===== src/rtl/uart_rx_fifo.sv =====
// uart_rx_fifo: 8N1 UART receiver (16x oversampling) feeding a small
// show-ahead receive FIFO with sticky overrun and framing-error flags.
// Optional feature: define UART_RX_PARITY_EN to add an even-parity bit
// between the data bits and the stop bit, plus a sticky parity_err output.
module uart_rx_fifo #(
  parameter int clk_freq = 50000000,
  parameter int baud     = 19200,
  parameter int DBIT     = 8,
  parameter int ADDR_W   = 2
) (
  input  logic            clk,
  input  logic            rst,
  input  logic            rx,
  input  logic            rd_en,
  input  logic            clr_err,
  output logic [DBIT-1:0] r_data,
  output logic            rx_empty,
  output logic            rx_full,
  output logic            overrun,
`ifdef UART_RX_PARITY_EN
  output logic            parity_err,
`endif
  output logic            frame_err
);

  localparam int DVSR = clk_freq / (baud * 16);
  localparam int TW   = (DVSR > 1) ? $clog2(DVSR) : 1;
  localparam int NW   = (DBIT > 1) ? $clog2(DBIT) : 1;

  typedef enum logic [2:0] {
    IDLE,
    START,
    DATA,
`ifdef UART_RX_PARITY_EN
    PARITY,
`endif
    STOP
  } rxStateT;

  logic            rxSync1, rxSync2;
  logic [TW-1:0]   tickCnt;
  logic            sTick;

  rxStateT         state, stateNext;
  logic [3:0]      sCnt, sNext;
  logic [NW-1:0]   nCnt, nNext;
  logic [DBIT-1:0] shiftReg, shiftNext;
  logic            pushReq;
  logic            frameErrEv;
`ifdef UART_RX_PARITY_EN
  logic            parityBad, parityBadNext;
  logic            parityErrEv;
`endif

  logic [DBIT-1:0]   mem [2**ADDR_W];
  logic [ADDR_W-1:0] wptr, rptr, wptrSucc, rptrSucc;
  logic              fullReg, emptyReg;
  logic              wrOk, rdOk, overrunEv;

  // Bring the asynchronous serial line into the clock domain; idles high.
  always_ff @(posedge clk or negedge rst) begin
    if (!rst) begin
      rxSync1 <= 1'b1;
      rxSync2 <= 1'b1;
    end else begin
      rxSync1 <= rx;
      rxSync2 <= rxSync1;
    end
  end

  assign sTick = (tickCnt == TW'(DVSR - 1));

  // Free-running 16x baud tick divider; never re-aligned to the start edge.
  always_ff @(posedge clk or negedge rst) begin
    if (!rst) tickCnt <= '0;
    else      tickCnt <= sTick ? '0 : tickCnt + TW'(1);
  end

  // Receiver state and datapath registers.
  always_ff @(posedge clk or negedge rst) begin
    if (!rst) begin
      state    <= IDLE;
      sCnt     <= '0;
      nCnt     <= '0;
      shiftReg <= '0;
`ifdef UART_RX_PARITY_EN
      parityBad <= 1'b0;
`endif
    end else begin
      state    <= stateNext;
      sCnt     <= sNext;
      nCnt     <= nNext;
      shiftReg <= shiftNext;
`ifdef UART_RX_PARITY_EN
      parityBad <= parityBadNext;
`endif
    end
  end

  // Frame sequencing: mid-bit sampling at tick 7 of start, 15 of each later bit.
  always_comb begin
    stateNext  = state;
    sNext      = sCnt;
    nNext      = nCnt;
    shiftNext  = shiftReg;
    pushReq    = 1'b0;
    frameErrEv = 1'b0;
`ifdef UART_RX_PARITY_EN
    parityBadNext = parityBad;
    parityErrEv   = 1'b0;
`endif
    case (state)
      IDLE: begin
        if (!rxSync2) begin
          stateNext = START;
          sNext     = '0;
        end
      end
      START: begin
        if (sTick) begin
          if (sCnt == 4'd7) begin
            if (!rxSync2) begin
              stateNext = DATA;
              sNext     = '0;
              nNext     = '0;
`ifdef UART_RX_PARITY_EN
              parityBadNext = 1'b0;
`endif
            end else begin
              stateNext = IDLE;
            end
          end else begin
            sNext = sCnt + 4'd1;
          end
        end
      end
      DATA: begin
        if (sTick) begin
          if (sCnt == 4'd15) begin
            sNext     = '0;
            shiftNext = {rxSync2, shiftReg[DBIT-1:1]};
            if (nCnt == NW'(DBIT - 1)) begin
`ifdef UART_RX_PARITY_EN
              stateNext = PARITY;
`else
              stateNext = STOP;
`endif
            end else begin
              nNext = nCnt + NW'(1);
            end
          end else begin
            sNext = sCnt + 4'd1;
          end
        end
      end
`ifdef UART_RX_PARITY_EN
      PARITY: begin
        if (sTick) begin
          if (sCnt == 4'd15) begin
            sNext     = '0;
            stateNext = STOP;
            if ((^shiftReg) != rxSync2) begin
              parityBadNext = 1'b1;
              parityErrEv   = 1'b1;
            end
          end else begin
            sNext = sCnt + 4'd1;
          end
        end
      end
`endif
      STOP: begin
        if (sTick) begin
          if (sCnt == 4'd15) begin
            stateNext = IDLE;
            if (rxSync2) begin
`ifdef UART_RX_PARITY_EN
              pushReq = !parityBad;
`else
              pushReq = 1'b1;
`endif
            end else begin
              frameErrEv = 1'b1;
            end
          end else begin
            sNext = sCnt + 4'd1;
          end
        end
      end
      default: stateNext = IDLE;
    endcase
  end

  assign rdOk      = rd_en && !emptyReg;
  assign wrOk      = pushReq && (!fullReg || rdOk);
  assign overrunEv = pushReq && fullReg && !rdOk;
  assign wptrSucc  = wptr + ADDR_W'(1);
  assign rptrSucc  = rptr + ADDR_W'(1);

  // FIFO storage; contents are only visible while not empty, so no reset.
  always_ff @(posedge clk) begin
    if (wrOk) mem[wptr] <= shiftReg;
  end

  // Pointers with registered full/empty flags; simultaneous push+pop keeps both.
  always_ff @(posedge clk or negedge rst) begin
    if (!rst) begin
      wptr     <= '0;
      rptr     <= '0;
      fullReg  <= 1'b0;
      emptyReg <= 1'b1;
    end else begin
      case ({wrOk, rdOk})
        2'b10: begin
          wptr     <= wptrSucc;
          emptyReg <= 1'b0;
          fullReg  <= (wptrSucc == rptr);
        end
        2'b01: begin
          rptr     <= rptrSucc;
          fullReg  <= 1'b0;
          emptyReg <= (rptrSucc == wptr);
        end
        2'b11: begin
          wptr <= wptrSucc;
          rptr <= rptrSucc;
        end
        default: ;
      endcase
    end
  end

  // Sticky error flags: a new event in the same cycle as clr_err wins.
  always_ff @(posedge clk or negedge rst) begin
    if (!rst) begin
      overrun   <= 1'b0;
      frame_err <= 1'b0;
`ifdef UART_RX_PARITY_EN
      parity_err <= 1'b0;
`endif
    end else begin
      overrun   <= (overrun && !clr_err) || overrunEv;
      frame_err <= (frame_err && !clr_err) || frameErrEv;
`ifdef UART_RX_PARITY_EN
      parity_err <= (parity_err && !clr_err) || parityErrEv;
`endif
    end
  end

  assign r_data   = emptyReg ? '0 : mem[rptr];
  assign rx_empty = emptyReg;
  assign rx_full  = fullReg;

endmodule


===== config.mk =====
export PLATFORM = sky130hd
export DESIGN_NAME = uart_rx_fifo
export DESIGN_NICKNAME = d
export VERILOG_FILES = /design/src/rtl/uart_rx_fifo.sv
export SDC_FILE = /design/constraint.sdc
export NUM_CORES = 1
export LEC_CHECK = 0
export BUFFER_PORTS_ARGS = -buffer_cell sky130_fd_sc_hd__clkbuf_2
export CORE_MARGIN = 3
export CORE_UTILIZATION = 60
export CTS_CLUSTER_SIZE = 10
export DETAILED_ROUTE_END_ITERATION = 10
export PLACE_DENSITY = 0.81
export SLEW_MARGIN = 20
export SYNTH_ARGS = -nofsm -noshare
export SYNTH_HDL_FRONTEND = slang
export SYNTH_SLANG_ARGS = --single-unit

===== constraint.sdc =====
create_clock -name clk -period 3.95 [get_ports clk]
set_input_delay 0.79 -clock clk [delete_from_list [all_inputs] [get_ports clk]]
set_output_delay 0.79 -clock clk [all_outputs]
set_load 0.1 [all_outputs]

==> impl_results.md, run 1 <==
* Die Area at 6100 um^2
* ANT cells at 0
* Total wire length at 5090 um
* Worst R2R End: rx_full
* Status: finished, final reports clean
* CP Launch Point: rptr[0]
* H-tree depth at 3
* CTS Buffer Depth at 2
* Core box area at 4880 um^2
* Critical path class: register to primary output
* Initial DRT Pass Iterations at 5
* Worst EP required at 3.16 ns
* Yosys warning count at 0
* Hold WC Path Type: register to register
* Period utilisation layout at 75.4%
* Worst-margin pin slew at 0.899 ns
* DRT iter0 DRCs at 139
* Std-Cell Rows at 25
* Areal power density over the cells at 440 nW/um^2
* Final antenna-violating net count at 0
* Fin. max-slew vios at 0
* Vias/cell at 5.69
* Area growth, synth to finish at 10.5%
* Cell area after technology mapping at 3120 um^2
* Die Wd at 78.1 um
* Cell variety after synth at 44
* Post_cts resized at 0
* Final hold viol count at 0
* Via count at 1,827
* Dominant cells by area after synthesis: edfxtp_1 31%, dfrtp_1 26%, ha_1 6.8%
* Slew headroom at 40.1%
* Total grt overflow at 0
* Clk Latency, worst-skew pair at 0.34 ns
* RD Place Congestion at 0.858
* Die height at 78.1 um
* Pleak at 0.00154 uW
* Cts hold-fix bufs at 0
* CTS tree: done
* FFs w/ async S/R, synth at 52.2%
* Max-cap violations at 0
* DRC errors left at 0
* Clock sink count at 67
* Ys flop type: edfxtp_1
* Wire length of the first global-routing pass at 8880 um
* DPL Wire Length at 3530 um
* Worst Setup Start Kind: register
* Fin nets at 271
* Share of layout cells above drive strength 1 at 22.8%
* Flops & latches, synth at 67
* Crit Path Max Fanout at 12
* Most frequent cells in the layout: 32 x dfrtp_1, 32 x edfxtp_1, 17 x ha_1
* # setup viols final at 0
* Vias in the first global route at 1,800
* FF-to-FF Start: tickCnt[1]
* I/O Pins at 17
* Minimum clock period at 2.98 ns
* Slowest CP cell: dfrtp_1
* Post-Syn Instances at 227
* Register-to-Register Path Depth at 7
* IO buf count at 16
* CP endpoint: r_data[6]
* Initial antenna violation count at 0
* CTS root buf: clkbuf_8
* Synth area leader: edfxtp_1
* CP Data Arrival Time at 2.19 ns
* Synth Net Count at 249
* Starting Density at 64.0%
* Count of flip-flops with a built-in enable after synthesis at 32
* Crit. End Element: primary output
* Avg Cell Area, Syn at 13.8 um^2
* Total GRT Usage at 19.6%
* Num CTS Buffers at 9
* Worst R2R Setup Slack at 1.51 ns
* Largest net degree at the start of global routing at 36
* RSZ-0062 raised after global routing: no
* Synth top area share at 30.8%
* Sequential element share of the synthesized area at 59.0%
* Setup Buffers After CTS at 0
* Reg clk slew, reported paths at 0.07 ns
* Skew final at 0.0109 ns
* Fmax at 336 MHz
* Max VDD drop at 286 uV
* Slowest stage delay, CP at 0.74 ns
* Setup_tns at 0 ns
* Final Core Density at 70.7%
* Drt wl/cell at 15.8 um
* CP cell instances: mux4_2 > nor2b_1 > clkbuf_2
## worst max-delay path, delay by kind of cell (launching register included)
family,cells,cell delay (ns)
buf+inv,1,0.37
simple gates,1,0.15
flops,1,0.74
mux,1,0.58
## worst min path at each step
| stage | startpoint | to | slack (ns) | cells past startpoint |
|---|---|---|---|---|
| 2_1_floorplan | rxSync1 | rxSync2 | 0.35 | 0 |
| 6_report | rxSync1 | rxSync2 | 0.34 | 0 |
| 4_1_cts | rxSync1 | rxSync2 | 0.35 | 0 |
| 5_1_grt | rxSync1 | rxSync2 | 0.35 | 0 |
| 3_5_place_dp | rxSync1 | rxSync2 | 0.35 | 0 |
| 3_3_place_gp | rxSync1 | rxSync2 | 0.35 | 0 |
## metrics by stage
| stage | cells | worst slack (ns) | instance area, um^2 | power, uW | hold WS, ns |
|---|---|---|---|---|---|
| floorplan | 227 | 0.856 | 3120 | 958 | 0.345 |
| global placement | 305 | 1.32 | 3270 | 995 | 0.345 |
| detailed placement | 305 | 1.30 | 3270 | 999 | 0.354 |
| CTS | 321 | 0.920 | 3450 | 1540 | 0.349 |
| global route | 321 | 0.828 | 3450 | 1590 | 0.347 |
| finish | 321 | 0.972 | 3450 | 1520 | 0.344 |
## layer usage
metal  share of wire, %  wire, um  global-route usage, %  vias to the layer above
li1                   -         -                      -                      876
met1                 45      2310                   26.6                      902
met2                 48      2460                   29.3                       41
met3                4.4       226                   4.82                        8
met4                1.9        95                   10.5                        0
met5                  0         0                      0                        -
## flip-flops by register name, indices dropped and copies added, names as in the netlist
register	cells
rxSync1	1
frame_err	1
sCnt	4
tickCnt	8
state	2
rptr	2
nCnt	3
mem	32
rx_full	1
shiftReg	8
rxSync2	1
rx_empty	1
wptr	2
overrun	1
## area by class of cell
cell class                 count  area [um^2]
timing repair buffer          16         80.1
clock inverter                 5         53.8
inverter                      13         48.8
clock buffer                  11          131
tap                           67         83.8
fill                         349         1430
sequential                    67         1840
multi-input combinational    142         1210
## synth_stat cells, types with 2 or more instances
master,n
clkbuf_1,4
nand2_1,13
dfrtp_1,32
nor2b_1,12
nor2_1,7
inv_1,13
ha_1,17
and2_1,6
and3_1,2
a31oi_1,4
mux4_2,8
o21ai_0,5
xnor2_1,7
edfxtp_1,32
mux2i_1,4
mux2_2,11
xor2_1,2
nand3_1,8
a21oi_1,4
nand2b_1,4
nor3_1,3
dfstp_2,3
o22ai_1,3
and4_1,3
## power breakdown
part / total [uW] / switching (uW) / internal [uW]
logic: 159 / 90.2 / 68.8
clock network: 539 / 248 / 291
registers: 822 / 73.5 / 748
## logic make-up (layout without fill, tap and decap cells)
kind of cell	count (synthesis)	in the layout	synth area share, %
buffers and inverters	18	45	2.20
and+or+nand+nor	68	68	12.9
AOI/OAI and AO/OA	25	25	5.57
DFF	67	67	59.0
xor gates and xnor gates	9	9	2.53
adders and majority gates	17	17	6.81
muxes	23	23	11.0
Note: power is estimated with default switching activity, not from simulation.
==> run 2, diff against run 1 <==
ABC_AREA = 1   (was default)
clock period = 2.84 ns   (was 3.95 ns; I/O delays follow)
==> impl_results.md, run 2 <==
* Status: finished, final reports clean (unchanged)
* CTS tree: done (unchanged)
* ANT cells at 0 (unchanged)
* I/O Pins at 17 (unchanged)
* Power Internal at 1320 uW (was 1110 uW)
* Most frequent cells in the layout: 53 x nor2_1, 52 x nand2_1, 45 x inv_1 (was 32 x dfrtp_1, 32 x edfxtp_1, 17 x ha_1)
* # setup viols final at 0 (unchanged)
* Crit Path Max Fanout at 11 (was 12)
* Sw Pwr at 365 uW (was 412 uW)
* Clk Latency, worst-skew pair at 0.35 ns (was 0.34 ns)
* Post-synthesis xor/xnor area fraction at 2.43% (was 2.53%)
* Worst EP required at 2.27 ns (was 3.16 ns)
* Total GRT Usage at 21.8% (was 19.6%)
* Synth Net Count at 358 (was 249)
* DRT iter0 DRCs at 141 (was 139)
* RSZ-0062 raised after global routing: no (unchanged)
* DRC errors left at 0 (unchanged)
* Fin. max-slew vios at 0 (unchanged)
* Std-Cell Rows at 26 (was 25)
* RD Place Congestion at 0.829 (was 0.858)
* Initial antenna violation count at 0 (unchanged)
* Synth top area share at 29.6% (was 30.8%)
* Worst Setup Start Kind: register (unchanged)
* Flops & latches, synth at 67 (unchanged)
* Slowest CP cell: dfrtp_1 (unchanged)
* Skew final at 0.00935 ns (was 0.0109 ns)
* Wire length of the first global-routing pass at 10,300 um (was 8880 um)
* Synth Area in Compound Gates at 8.29% (was 5.57%)
* Total wire length at 6130 um (was 5090 um)
* Ys flop type: edfxtp_1 (unchanged)
* CP cell instances: clkinvlp_4 > nor2_1 > o21ai_0 > a21oi_2 > clkbuf_2 (was mux4_2 > nor2b_1 > clkbuf_2)
* Cell area after technology mapping at 3240 um^2 (was 3120 um^2)
* Cell variety after synth at 28 (was 44)
* Yosys warning count at 0 (unchanged)
* Top flop regs: mem (32), shiftReg (8), tickCnt (8) (unchanged)
* Initial DRT Pass Iterations at 7 (was 5)
* Reg clk slew, reported paths at 0.07 ns (about the same)
* Minimum clock period at 2.69 ns
* Fmax at 371 MHz
* Die Wd at 79.5 um (was 78.1 um)
* Sequential element share of the synthesized area at 56.7% (was 59.0%)
* Share of layout cells above drive strength 1 at 16.9% (was 22.8%)
* Crit. End Element: primary output (unchanged)
* Via count at 2,328 (was 1,827)
* Total grt overflow at 0 (unchanged)
* Max reg flops at 32 (unchanged)
* Mux share of post-synthesis cell area at 0% (was 11.0%)
* CTS root buf: clkbuf_8 (unchanged)
* Synth area leader: edfxtp_1 (unchanged)
* Vias in the first global route at 2,239 (was 1,800)
* CP delay by family, top: buffers and inverters (was flip-flops)
* Area growth, synth to finish at 11.1% (was 10.5%)
* Die Area at 6330 um^2 (was 6100 um^2)
* Comb pwr share at 0.9% (was 10.5%)
* Starting Density at 62.7% (was 64.0%)
* Drt wl/cell at 14.1 um (was 15.8 um)
* Critical path class: register to primary output (unchanged)
* FFs w/ async S/R, synth at 52.2% (unchanged)
* IO buf count at 16 (unchanged)
* Num CTS Buffers at 9 (unchanged)
* Largest net degree at the start of global routing at 36 (unchanged)
* Final antenna-violating net count at 0 (unchanged)
* Vias/cell at 5.34 (was 5.69)
* Seq pwr share at 60.1% (was 54.1%)
* H-tree depth at 3 (unchanged)
* Switching Fraction at 21.6% (was 27.1%)
* Adder-Cell Fraction of Synth Area at 6.56% (was 6.81%)
* Fin nets at 383 (was 271)
* Top reg by flops: mem (unchanged)
* CP Data Arrival Time at 2.13 ns (was 2.19 ns)
* Largest family of logic cells by synthesized area: simple AND/OR/NAND/NOR gates (unchanged)
* Final hold viol count at 0 (unchanged)
* Clock share of power at 39.0% (was 35.5%)
* Fill count at 364 (was 349)
* Dominant cells by area after synthesis: edfxtp_1 30%, dfrtp_1 25%, ha_1 6.6% (was edfxtp_1 31%, dfrtp_1 26%, ha_1 6.8%)
* Post-Synth Simple-Gate Area at 19.1% (was 12.9%)
* Max-cap violations at 0 (unchanged)
* Post-Syn Instances at 336 (was 227)
* Areal power density over the cells at 468 nW/um^2 (was 440 nW/um^2)
* Period utilisation layout at 94.9%
* Avg Cell Area, Syn at 9.66 um^2 (was 13.8 um^2)
* WHS at 0.310 ns (was 0.344 ns)
* Setup_tns at 0 ns (unchanged)
* Pleak at 0.00176 uW (was 0.00154 uW)
* Most common cell in the synthesized netlist: nor2_1
* DPL Wire Length at 4230 um (was 3530 um)
* Crit path buf inv count at 2 (was 1)
* CTS Buffer Depth at 2 (unchanged)
* Die height at 79.5 um (was 78.1 um)
* Core box area at 5170 um^2 (was 4880 um^2)
* Slowest stage delay, CP at 0.58 ns (was 0.74 ns)
* Clock sink count at 67 (unchanged)
* Most frequent cells after synthesis: 53 x nor2_1, 52 x nand2_1, 45 x inv_1 (was 32 x dfrtp_1, 32 x edfxtp_1, 17 x ha_1)
* Hold WC Path Type: input pin to register (was register to register)
* Commonest non-fill, non-tap cell in the layout: nor2_1
* Slew headroom at 41.3% (was 40.1%)
* Count of flip-flops with a built-in enable after synthesis at 32 (unchanged)
* Worst-margin pin slew at 0.880 ns (was 0.899 ns)
* Max VDD drop at 284 uV (was 286 uV)
-- run 2: changes by cell type after synthesis, moves of 11 or more --
cell / previous run / this run
o21ai_0: 5 / 31
inv_1: 13 / 45
nand2_1: 13 / 52
nor2_1: 7 / 53
nand3_1: 8 / 19
nor2b_1: 12 / 0
mux2_2: 11 / 0
-- run 2: power groups by stage --
| stage | sequential [uW] | clock, uW | combinational, uW |
|---|---|---|---|
| floorplan | 1030 | 0 | 2.28 |
| global placement | 1030 | 0 | 15.2 |
| detailed placement | 1030 | 0 | 15.5 |
| CTS | 1010 | 669 | 15.8 |
| global route | 1010 | 715 | 17.5 |
| finish | 1010 | 658 | 14.9 |
-- run 2: worst paths after layout --
kind,cells past startpoint,slack (ns),to,startpoint
min in group asynchronous,1,0.34,sCnt[3],rst
min,1,0.31,rxSync1,rx
min reg2reg,0,0.36,rxSync2,rxSync1
max in group asynchronous,1,1.96,frame_err,rst
max,5,0.15,r_data[1],rptr[1]
max reg2reg,9,0.41,rx_full,rx_empty
-- run 2: area by class of cell --
cell class	count	area [um^2]	area share (%)
clock buffer	10	128	3.54
tap	70	87.6	2.43
timing repair buffer	21	120	3.33
inverter	49	188	5.21
multi-input combinational	213	1210	33.5
sequential	67	1840	51.1
clock inverter	6	32.5	0.902
-- run 2: metrics by stage --
step | worst slack [ns] | instances | cell area [um^2] | total power [uW] | utilization, %
final | 0.145 | 436 | 3600 | 1690 | 69.7
after global routing | 0.00793 | 436 | 3600 | 1750 | 69.7
after CTS | 0.0481 | 436 | 3600 | 1700 | 69.6
after detailed placement | 0.423 | 420 | 3440 | 1050 | 66.5
after global placement | 0.531 | 420 | 3440 | 1050 | 66.5
after floorplan | 0.413 | 336 | 3270 | 1040 | -
-- run 2: worst reg2reg max path: cells and delay by family (launching register included) --
kind / cells / cell delay [ns]
AO/OA/AOI/OAI: 4 / 0.72
flip-flops: 1 / 0.70
buffers and inverters: 3 / 0.38
adder cells (fa/ha/maj): 1 / 0.31
AND/OR/NAND/NOR: 1 / 0.23
-- run 2: timing repair --
item	4_1_cts	5_1_grt
setup endpoints to repair	0	8
hold buffers	0	0
buffers inserted	0	0
gates resized for setup	0	8
-- run 2: cells by family after synthesis --
logic type               count (synthesis)
AND/OR/NAND/NOR                        137
adder cells (fa/ha/maj)                 17
AO/OA/AOI/OAI                           50
XOR/XNOR                                 9
buffers and inverters                   56
flip-flops                              67
-- run 2: layer usage --
metal,global-route usage [%],wire length (um),vias up
li1,-,-,1134
met1,26.7,2640,1114
met2,36.0,3080,68
met3,5.76,298,12
met4,9.79,118,0
met5,0,0,-
==> run 3, diff against run 2 <==
CTS_BUF_LIST = sky130_fd_sc_hd__clkbuf_16   (was default)
RECOVER_POWER = 25   (was default)
==> impl_results.md, run 3 (same netlist as run 2, synthesis figures left out) <==
* DRT iter0 DRCs at 264 (was 141)
* Most frequent cells in the layout: 53 x nor2_1, 52 x nand2_1, 46 x inv_1 (was 53 x nor2_1, 52 x nand2_1, 45 x inv_1)
* Hold Path Cell Cnt at 1 (unchanged)
* Register-to-Register Path Depth at 9 (unchanged)
* Share of layout cells above drive strength 1 at 16.7% (was 16.9%)
* Total GRT Usage at 23.3% (was 21.8%)
* Starting Density at 62.7% (unchanged)
* Worst-margin pin slew at 1.90 ns (was 0.880 ns)
* Fin nets at 383 (unchanged)
* Total grt overflow at 0 (unchanged)
* Failing checks: max-capacitance violations, max-slew violations
* Worst Setup Start Kind: register (unchanged)
* Fmax at 370 MHz (was 371 MHz)
* Via count at 2,360 (was 2,328)
* RSZ-0062 raised after global routing: no (unchanged)
* Hold WC Path Type: input pin to register (unchanged)
* I/O Pins at 17 (unchanged)
* Max VDD drop at 381 uV (was 284 uV)
* CTS root buf: clkbuf_16 (was clkbuf_8)
* Largest net degree at the start of global routing at 36 (unchanged)
* Skew final at 0.00555 ns (was 0.00935 ns)
* Die height at 79.5 um (unchanged)
* Fin. max-slew vios at 36 (was 0)
* Crit. End Element: primary output (unchanged)
* IO buf count at 16 (unchanged)
* Final hold viol count at 0 (unchanged)
* Areal power density over the cells at 538 nW/um^2 (was 468 nW/um^2)
* Top flop regs: mem (32), shiftReg (8), tickCnt (8) (unchanged)
* Pleak at 0.00180 uW (was 0.00176 uW)
* Worst Hold Launch: rx (unchanged)
* Commonest non-fill, non-tap cell in the layout: nor2_1 (unchanged)
* Vias in the first global route at 2,323 (was 2,239)
* Top reg by flops: mem (unchanged)
* Critical path class: register to primary output (unchanged)
* Core box area at 5170 um^2 (unchanged)
* Total wire length at 6580 um (was 6130 um)
* Reg clk slew, reported paths at 0.05 ns (was 0.07 ns)
* ANT cells at 0 (unchanged)
* Die Area at 6330 um^2 (unchanged)
* CTS tree: done (unchanged)
* Drt wl/cell at 15.1 um (was 14.1 um)
* # setup viols final at 0 (unchanged)
* Area growth, synth to finish at 14.3% (was 11.1%)
* Setup_tns at 0 ns (unchanged)
* Max-cap violations at 1 (was 0)
* DRC errors left at 0 (unchanged)
* Wire length of the first global-routing pass at 11,000 um (was 10,300 um)
* Die Wd at 79.5 um (unchanged)
* Std-Cell Rows at 26 (unchanged)
* Minimum clock period at 2.70 ns (was 2.69 ns)
* Fill count at 346 (was 364)
* Final antenna-violating net count at 0 (unchanged)
* Period utilisation layout at 95.1% (was 94.9%)
* FF-to-FF Start: rx_empty (unchanged)
* Worst R2R Setup Slack at 0.32 ns (was 0.41 ns)
* Vias/cell at 5.41 (was 5.34)
* Sink of the worst hold path: rxSync1 (unchanged)
* Clk Latency, worst-skew pair at 0.33 ns (was 0.35 ns)
* Max reg flops at 32 (unchanged)
* Status: finished with violations (was finished, final reports clean)
* Initial antenna violation count at 0 (unchanged)
* CTS Buffer Depth at 2 (unchanged)
* RD Place Congestion at 0.829 (unchanged)
* H-tree depth at 3 (unchanged)
* Num CTS Buffers at 9 (unchanged)
* Final Core Density at 71.7% (was 69.7%)
* Crit Path Max Fanout at 11 (unchanged)
* Worst R2R End: rx_full (unchanged)
* DPL Wire Length at 4230 um (unchanged)
* Cts hold-fix bufs at 0 (unchanged)
* Clock sink count at 67 (unchanged)
* Initial DRT Pass Iterations at 6 (was 7)
* Slew headroom at -26.4% (was 41.3%)
* Setup Buffers After CTS at 0 (unchanged)
* Tot Pwr at 1990 uW (was 1690 uW)
* Worst EP required at 2.27 ns (about the same)
* CP Data Arrival Time at 2.13 ns (about the same)
run 3: routing by layer:
layer / part of all wire, % / global-route usage, % / up-vias
met3: 4.8 / 4.74 / 13
met4: 1.7 / 10.5 / 0
li1: - / - / 1145
met5: 0 / 0 / -
met2: 53 / 39.5 / 55
met1: 40 / 28.5 / 1147
run 3: worst max-delay path by stage:
stage | from | end | slack (ns) | cells past startpoint
after floorplan | rx_empty | rx_full | 0.41 | 10
after global placement | rptr[1] | r_data[6] | 0.53 | 5
after detailed placement | rptr[1] | r_data[6] | 0.42 | 5
after CTS | rptr[1] | r_data[7] | 0.04 | 5
after global routing | rptr[1] | r_data[4] | 0.002 | 5
final | rptr[1] | r_data[2] | 0.14 | 5
run 3: stage by stage:
| stage | hold slack, ns | std cells | cell area, um^2 | setup slack [ns] |
|---|---|---|---|---|
| floorplan | 0.272 | 336 | 3270 | 0.413 |
| global placement | 0.347 | 420 | 3440 | 0.531 |
| detailed placement | 0.349 | 420 | 3440 | 0.423 |
| CTS | 0.321 | 436 | 3700 | 0.0358 |
| global route | 0.326 | 436 | 3710 | 0.00154 |
| finish | 0.322 | 436 | 3710 | 0.138 |
run 3: where the power goes:
part / switching, uW / internal [uW]
combinational: 12.1 / 2.55
sequential: 1.87 / 1010
clock: 387 / 576
total: 401 / 1590
run 3: critical path, cell delays in order, from the launching register on:
cell and delay [ns]:
dfrtp_1 0.58, clkinvlp_4 0.35, nor2_1 0.18, o21ai_0 0.12, a21oi_2 0.13, buf_2 0.43
run 3: area by class of cell:
| type | instances | area, um^2 | share of cell area [%] |
|---|---|---|---|
| flip-flops and latches | 67 | 1840 | 49.6 |
| multi-input cells | 213 | 1210 | 32.6 |
| clock buffers | 9 | 225 | 6.07 |
| inverters | 49 | 188 | 5.06 |
| repair buffers | 21 | 121 | 3.27 |
| well taps | 70 | 87.6 | 2.36 |
| clock inverters | 7 | 36.3 | 0.979 |
run 3: repair_timing:
action | CTS | global route
endpoints found under the setup margin | 0 | 8
resized for setup | 0 | 9
hold endpoints to repair | 0 | 0
